[config.mk]
export PLATFORM = sky130hd
export DESIGN_NAME = vga_scan_ctrl
export DESIGN_NICKNAME = d
export VERILOG_FILES = /design/src/rtl/vga_scan_ctrl.sv
export SDC_FILE = /design/constraint.sdc
export NUM_CORES = 1
export LEC_CHECK = 0
export ABC_AREA = 0
export CAP_MARGIN = 20
export CORE_MARGIN = 2
export CORE_UTILIZATION = 25
export DETAILED_ROUTE_END_ITERATION = 8
export PLACE_DENSITY = 0.48
export SETUP_SLACK_MARGIN = 0.02
export SLEW_MARGIN = 20
export SYNTH_ARGS = -nofsm -noshare
export SYNTH_HDL_FRONTEND = slang
export SYNTH_SLANG_ARGS = --single-unit
[constraint.sdc]
create_clock -name i_clk -period 2.25 [get_ports i_clk]
set_clock_uncertainty 0.05 [all_clocks]
set_input_delay 0.45 -clock i_clk [delete_from_list [all_inputs] [get_ports i_clk]]
set_output_delay 0.45 -clock i_clk [all_outputs]
set_load 0.05 [all_outputs]
[src/rtl/vga_scan_ctrl.sv]
`default_nettype none
// ============================================================================
// Module      : vga_scan_ctrl
// Description : Raster timing generator and pixel-output stage for the VGA
//               path. Scans the screen and publishes the current coordinate
//               to the region decoders. Samples the returned 24-bit colour and
//               drives blanked, latency-aligned RGB plus hsync/vsync to the
//               DAC. Also emits frame_start / vblank_tick pacing pulses.
// Ports       : i_clk          system clock
//               i_rst_n        asynchronous active-low reset
//               i_pix_en       pixel-rate enable; all state advances only when 1
//               i_color_RGB    colour for the coordinate shown COLOR_LAT steps ago
//               o_pix_x/o_pix_y current column / line (direct from counters)
//               o_pix_valid    coordinate lies inside the active area
//               o_frame_start  one-clk pulse on the first pixel of a frame
//               o_vblank_tick  one-clk pulse on the first pixel after active lines
//               o_hsync/o_vsync latency-aligned sync outputs
//               o_vga_rgb      registered {R,G,B}; 0 during blanking
// Revision    : 1.0 - initial release
// ============================================================================
module vga_scan_ctrl #(
  parameter int H_ACTIVE  = 640,
  parameter int H_FP      = 16,
  parameter int H_SYNC    = 96,
  parameter int H_BP      = 48,
  parameter int V_ACTIVE  = 480,
  parameter int V_FP      = 10,
  parameter int V_SYNC    = 2,
  parameter int V_BP      = 33,
  parameter bit SYNC_POL  = 1'b0,
  parameter int COLOR_LAT = 0
) (
  input  logic        i_clk,
  input  logic        i_rst_n,
  input  logic        i_pix_en,
  input  logic [23:0] i_color_RGB,
  output logic [9:0]  o_pix_x,
  output logic [9:0]  o_pix_y,
  output logic        o_pix_valid,
  output logic        o_frame_start,
  output logic        o_vblank_tick,
  output logic        o_hsync,
  output logic        o_vsync,
  output logic [23:0] o_vga_rgb
);

  // Totals must fit the 10-bit counters (<= 1024).
  localparam int         c_h_total    = H_ACTIVE + H_FP + H_SYNC + H_BP;
  localparam int         c_v_total    = V_ACTIVE + V_FP + V_SYNC + V_BP;
  localparam logic [9:0] c_h_last     = 10'(c_h_total - 1);
  localparam logic [9:0] c_v_last     = 10'(c_v_total - 1);
  localparam logic [9:0] c_h_active   = 10'(H_ACTIVE);
  localparam logic [9:0] c_v_active   = 10'(V_ACTIVE);
  localparam logic [9:0] c_hs_start   = 10'(H_ACTIVE + H_FP);
  localparam logic [9:0] c_hs_end     = 10'(H_ACTIVE + H_FP + H_SYNC);
  localparam logic [9:0] c_vs_start   = 10'(V_ACTIVE + V_FP);
  localparam logic [9:0] c_vs_end     = 10'(V_ACTIVE + V_FP + V_SYNC);

  logic [9:0]  r_h_cnt;
  logic [9:0]  r_v_cnt;
  logic        w_pix_valid;
  logic        w_hs_raw;
  logic        w_vs_raw;
  logic        w_valid_d;
  logic        w_hs_d;
  logic        w_vs_d;
  logic        r_hsync;
  logic        r_vsync;
  logic [23:0] r_vga_rgb;

  // --------------------------------------------------------------------------
  // Scan counters
  // --------------------------------------------------------------------------
  always_ff @(posedge i_clk or negedge i_rst_n) begin
    if (!i_rst_n) begin
      r_h_cnt <= '0;
      r_v_cnt <= '0;
    end else if (i_pix_en) begin
      if (r_h_cnt == c_h_last) begin
        r_h_cnt <= '0;
        r_v_cnt <= (r_v_cnt == c_v_last) ? 10'd0 : r_v_cnt + 10'd1;
      end else begin
        r_h_cnt <= r_h_cnt + 10'd1;
      end
    end
  end

  assign w_pix_valid = (r_h_cnt < c_h_active) && (r_v_cnt < c_v_active);
  assign w_hs_raw    = ((r_h_cnt >= c_hs_start) && (r_h_cnt < c_hs_end)) ? SYNC_POL : ~SYNC_POL;
  // vsync is line-granular: it depends on the line counter only.
  assign w_vs_raw    = ((r_v_cnt >= c_vs_start) && (r_v_cnt < c_vs_end)) ? SYNC_POL : ~SYNC_POL;

  // --------------------------------------------------------------------------
  // Delay line matching the external colour-lookup latency, so that blanking
  // and syncs line up with the colour arriving on i_color_RGB.
  // --------------------------------------------------------------------------
  generate
    if (COLOR_LAT == 0) begin : g_lat_zero
      assign w_valid_d = w_pix_valid;
      assign w_hs_d    = w_hs_raw;
      assign w_vs_d    = w_vs_raw;
    end else begin : g_lat_line
      logic [COLOR_LAT-1:0] r_valid_sr;
      logic [COLOR_LAT-1:0] r_hs_sr;
      logic [COLOR_LAT-1:0] r_vs_sr;

      always_ff @(posedge i_clk or negedge i_rst_n) begin
        if (!i_rst_n) begin
          r_valid_sr <= '0;
          r_hs_sr    <= {COLOR_LAT{~SYNC_POL}};
          r_vs_sr    <= {COLOR_LAT{~SYNC_POL}};
        end else if (i_pix_en) begin
          r_valid_sr[0] <= w_pix_valid;
          r_hs_sr[0]    <= w_hs_raw;
          r_vs_sr[0]    <= w_vs_raw;
          for (int i = 1; i < COLOR_LAT; i++) begin
            r_valid_sr[i] <= r_valid_sr[i-1];
            r_hs_sr[i]    <= r_hs_sr[i-1];
            r_vs_sr[i]    <= r_vs_sr[i-1];
          end
        end
      end

      assign w_valid_d = r_valid_sr[COLOR_LAT-1];
      assign w_hs_d    = r_hs_sr[COLOR_LAT-1];
      assign w_vs_d    = r_vs_sr[COLOR_LAT-1];
    end
  endgenerate

  // --------------------------------------------------------------------------
  // Output register; colour is forced to black outside the active area.
  // --------------------------------------------------------------------------
  always_ff @(posedge i_clk or negedge i_rst_n) begin
    if (!i_rst_n) begin
      r_hsync   <= ~SYNC_POL;
      r_vsync   <= ~SYNC_POL;
      r_vga_rgb <= '0;
    end else if (i_pix_en) begin
      r_hsync   <= w_hs_d;
      r_vsync   <= w_vs_d;
      r_vga_rgb <= w_valid_d ? i_color_RGB : 24'h0;
    end
  end

  assign o_pix_x       = r_h_cnt;
  assign o_pix_y       = r_v_cnt;
  assign o_pix_valid   = w_pix_valid;
  assign o_frame_start = i_pix_en && (r_h_cnt == 10'd0) && (r_v_cnt == 10'd0);
  assign o_vblank_tick = i_pix_en && (r_h_cnt == 10'd0) && (r_v_cnt == c_v_active);
  assign o_hsync       = r_hsync;
  assign o_vsync       = r_vsync;
  assign o_vga_rgb     = r_vga_rgb;

endmodule
`default_nettype wire

After elaboration in Yosys (flattened, before gate mapping)
Cells that the tools add are included.
W data, S select, Z words.
{"block": "word_totals", "ff_bits": 46, "inputBits": 27, "output_inout_bits": 49, "word_cells": 30}
{"block": "op_classes", "addsub": 2, "magnitude_cmp": 6, "n_eq_ne": 3, "n_mux": 5, "n_reduce_logical": 9}
{"op": "$mux W24", "n": 1}
{"op": "$add A10 B1 Y10 const B", "n": 2}
{"op": "$eq A10 B10 Y1 const B", "n": 2}
{"op": "$logic_not A10 Y1", "n": 2}
{"op": "$lt A10 B10 Y1 const B", "n": 2}
{"op": "$lt A10 B9 Y1 const B", "n": 2}
{"op": "$mux W10", "n": 2}
{"op": "$eq A10 B9 Y1 const B", "n": 1}
{"op": "$ge A10 B10 Y1 const B", "n": 1}
{"op": "$ge A10 B9 Y1 const B", "n": 1}
{"op": "$logic_and A1 B1 Y1", "n": 6}
{"op": "$mux W1", "n": 2}
{"op": "$reduce_and A2 Y1", "n": 1}

Logic depth before layout (Yosys ltp)
Gate-level depths: netlist of run 1.
{"block": "depth", "word_depth": 3, "depth_mapped": 6, "mapped_depth_nobuf": 6}

Worst setup path after synthesis of run 1
OpenSTA, ideal clock, no wires.
{"block": "synth_path", "path_type": "register to output", "start": "register r_v_cnt[1], in the netlist o_pix_y[1]", "end": "output port o_frame_start", "t_arrival_ns": 2.787, "required_ns": 1.750, "path_slack_ns": -1.037, "stages_incl_launch_ff": 7, "n_path_buf": 0, "path_cell_list": "dfrtp_1 > inv_1 > ha_1 > nand2_1 > nor3_1 > nand4_1 > nor4b_1"}
{"block": "synth_via", "elab_chain_len": 2}
{"item": "from (decl)", "line": "60", "rtl": "logic [9:0] r_v_cnt;"}
{"item": "from (signal assigned)", "line": "81", "rtl": "r_v_cnt <= (r_v_cnt == c_v_last) ? 10'd0 : r_v_cnt + 10'd1;"}
{"item": "$logic_not A10 Y1", "line": "148", "rtl": "assign o_frame_start = i_pix_en && (r_h_cnt == 10'd0) && (r_v_cnt == 10'd0);"}
{"item": "$logic_and A1 B1 Y1", "line": "148"}
{"item": "to (decl)", "line": "40", "rtl": "output logic o_frame_start,"}
Every way passes these cells.

Worst setup path after layout of run 1
Ends and elaborated chain as after synthesis.

==> results of run 1 <==
==> path summary, 6_finish.rpt <==
check	startpoint	endpoint	slack, ns
worst min register to register	o_vsync	o_vsync	0.45
worst max register to register	o_pix_x[1]	o_pix_y[8]	0.38
min in group i_clk	o_vsync	o_vsync	0.45
max in group asynchronous	i_rst_n	o_vga_rgb[20]	1.51
worst max-delay path	o_pix_y[1]	o_frame_start	-0.12
worst min-delay path	i_rst_n	o_vga_rgb[5]	0.04
==> cells by family (layout without fill, tap and decap cells) <==
logic type	Yosys count	after routing
adders and majority gates	4	4
DFF	46	46
AOI/OAI and AO/OA	49	49
muxes	1	1
xor gates and xnor gates	6	6
buffers and inverters	43	131
and+or+nand+nor	87	87
==> state kept, by name, summed over array words and instances (netlist names) <==
register   flops
o_vsync        1
o_hsync        1
o_pix_y       10
o_vga_rgb     24
o_pix_x       10
==> metrics by stage <==
| step | total power, mW | hold slack [ns] | TNS (ns) |
|---|---|---|---|
| after floorplan | 1.46 | 0.104 | -0.0830 |
| after global placement | 1.77 | 0.368 | 0 |
| after detailed placement | 1.77 | 0.374 | 0 |
| after CTS | 2.35 | 0.0442 | -0.257 |
| after global routing | 2.44 | 0.0446 | -0.432 |
| final | 2.31 | 0.0371 | -0.166 |
==> area by class of cell <==
cell class / instances / area, sq um / area share [%]
inverter: 32 / 120 / 3.56
sequential: 46 / 1170 / 34.6
tap: 108 / 135 / 4.00
clock buffer: 7 / 86.3 / 2.56
clock inverter: 1 / 5.00 / 0.148
multi-input combinational: 147 / 970 / 28.7
timing repair buffer: 91 / 891 / 26.4
==> repair_timing <==
item / in CTS / in global routing
buffers inserted: 5 / 0
setup endpoints to repair: 2 / 5
hold buffers: 0 / 0
resized for setup: 11 / 3
pin swaps: 3 / 1
gates cloned: 0 / 0
==> layout by cell type (no fill, tap or decap), types with 2 or more instances in the layout <==
master / synthesis / layout
nand3_1: 4 / 4
nor3b_1: 2 / 2
nor2_1: 7 / 7
dlymetal6s2s_1: 0 / 3
xnor2_1: 3 / 3
o22ai_1: 25 / 25
nand2_1: 33 / 32
nor3_1: 6 / 5
clkbuf_8: 0 / 6
ha_1: 4 / 2
buf_2: 1 / 2
dfrtp_1: 44 / 33
inv_1: 32 / 28
ha_4: 0 / 2
buf_12: 0 / 3
buf_4: 1 / 19
and3_1: 3 / 3
xor2_1: 3 / 3
nor4_4: 0 / 2
dfrtp_2: 0 / 11
nor4_1: 5 / 3
nor2b_1: 2 / 2
dfstp_2: 2 / 2
clkdlybuf4s50_1: 0 / 64
o21ai_0: 13 / 13
a22o_1: 4 / 4
a21oi_1: 4 / 4
nand4_1: 8 / 8
inv_2: 0 / 4
and3_2: 3 / 3
==> power by group through the flow <==
stage	combinational [mW]	sequential [mW]	clock, mW
2_1_floorplan	0.173	1.29	0
3_3_place_gp	0.768	1.00	0
3_5_place_dp	0.765	1.01	0
4_1_cts	0.800	0.997	0.553
5_1_grt	0.837	1.01	0.594
6_report	0.791	0.995	0.529
==> layer usage <==
metal / wire length [um] / vias to the layer above / track usage, %
met3: 371 / 2 / 3.58
met4: 15 / 0 / 2.85
met1: 2960 / 936 / 18.1
li1: - / 996 / -
met5: 0 / - / 0
met2: 2730 / 66 / 20.4
==> run_results.csv, run 1 <==
group,metric,value,unit
floorplan,die_h,98.2,um
finish,final.fill_count,887,
pwr,switchingPower,860,uW
setup_path,crit_family,"simple AND/OR/NAND/NOR gates",
setup_path,path_cells,"inv_2, ha_4, nand2_2, nor3_2, nand4_1, buf_4, nor4b_4, buf_12",
setup_path,critical_path_arrival,1.87,ns
clock_tree,clock-sinks,46,
route,wire_per_inst,14.1,um
setup_path,timing.critical_path.slowest_stage_cell,"dfrtp_2",
clock_tree,cts-root-buf,"clkbuf_8",
synth,synth_sequential_area_ratio,52.0,%
place,place_hpwl,4320,um
route,dr.pass1.iters,4,
timing,timing_max_transition_violations_final,0,
setup_path,cp_max_fo,2,
pwr,clkPwrFrac,22.9,%
timing,grt_setup_unrepaired,"yes",
clock_tree,cts_max_path_buffers,2,
floorplan,core.rowCount,34,
timing,hold_violations,0,
global_routing,wire_length_of_the_first_global_routing_pass,10200,um
finish,final_layout_size_suffix_gt1_share,19.4,%
pwr,comb_power_share,34.2,%
synth,syn_area,2220,sq um
timing,relSlewSlack,64.9,%
clock_tree,number_of_cts_inserted_buffers,5,
global_routing,track_usage,13.0,%
route,routed_via_density,4.63,
floorplan,core_region_area,8680,sq um
place,gp_congestion,0.781,
global_routing,gr-total-overflow,0,
synth,synth-compound-area-share,13.5,%
global_routing,grt_antenna_before_repair,0,
synth,synthMuxAreaShare,0.451,%
setup_path,criticalPathCategory,"flop to output port",
floorplan,die-area,9650,sq um
synth,number_of_flops_mapped_to_enable_cells_by_yosys,0,
timing,min_period_over_period,105,%
synth,synth.area.top_cells,"dfrtp_1 50%, o22ai_1 7.0%, nand2_1 5.6%, inv_1 5.4%, o21ai_0 2.9%",
synth,yosys_register_bits,46,
setup_path,critPathMaxStageDelay,0.42,ns
clock_tree,tritoncts_clock_tree,"yes",
finish,fin_area,3370,sq um
synth,synth.cells.most_frequent,"44 x dfrtp_1, 33 x nand2_1, 32 x inv_1",
pwr,static-leakage-power,1.49,nW
synth,postSynthNetCount,267,
route,drt-total-wl,6080,um
synth,synth_top_family_by_area,"simple AND/OR/NAND/NOR gates",
route,detailroute.via_count,2000,
global_routing,maximum_number_of_pins_on_one_net_before_global_route_repair,58,
pwr,power.density,686,nW/um^2
route,postRouteAntennaNets,0,
setup_path,crit_path_end_kind,"output port",
timing,worst-slew-pin-transition,0.526,ns
synth,yosys_most_used_dff,"dfrtp_1",
place,place.port_buffers,75,
pwr,p_int,1.45,mW
setup_path,critPathLaunchType,"flop",
setup_path,cp.required,1.75,ns
place,placedInstanceArea,3190,sq um
route,initialDrtViolationCount,68,
clock_tree,cts_htree_levels,2,
place,dp_worst_setup_slack,0.0865,ns
synth,yosysWarningCount,0,
synth,synth_largest_area_cell,"dfrtp_1",
setup_path,critical_path.n_buffers_inverters,3,
finish,postLayoutCoreUtil,38.9,%
hold_path,holdCritPathClass,"input pin to asynchronous set/reset pin",
setup_path,crit_cells,8,
synth,synthDistinctLibCells,43,
synth,synthCells,236,
finish,final_net_count,354,
finish,layoutNonFillerInstCount,432,
flow_run,max_cap_violations,0,
place,place.detailed.instances,419,
synth,async_flop_share,100,%
timing,fin_crit,2.37,ns
synth,fraction_of_post_synthesis_cell_area_in_the_top_cell_type_by_area,49.6,%
outcome,violations,"negative setup slack",
synth,synth_xor_area_share,2.37,%
timing,setup_viol,2,
pwr,power.sequential.fraction,43.0,%
clock_tree,clkTransAtPathRegs,0.09,ns
floorplan,floorplan.initialDensity,25.6,%
synth,post_synth_and_or_nand_nor_area_fraction,21.6,%
finish,insertedDiodeCount,0,
global_routing,first_global_vias,2028,
synth,yosys.area_share.adder,2.25,%
synth,synth_area_per_cell,9.41,sq um
finish,area.growth.synth_to_final,52.0,%
synth,yosysMostFrequentCell,"dfrtp_1",
route,drc,0,
floorplan,die_w,98.2,um
outcome,run_status,"complete, but fails checks",
setup_path,r2r_cells,6,
timing,fin_ws,-0.121,ns
floorplan,design.portCount,76,
pwr,p_sw_share,37.1,%
pwr,worst_ir_drop_vdd,0.252,mV
timing,fmax,0.422,GHz
clock_tree,insertion_delay,0.29,ns
Note: power is estimated with default switching activity, not from simulation.
==> inputs of run 2 (changes only) <==
--- a/config.mk
+++ b/config.mk
@@ -9,6 +9,7 @@
 export CAP_MARGIN = 20
 export CORE_MARGIN = 2
 export CORE_UTILIZATION = 25
+export CTS_CLUSTER_DIAMETER = 120
 export DETAILED_ROUTE_END_ITERATION = 8
 export PLACE_DENSITY = 0.48
 export SETUP_SLACK_MARGIN = 0.02
==> results of run 2 <==
Final layout, timing and power as in run 1 (identical DEF).
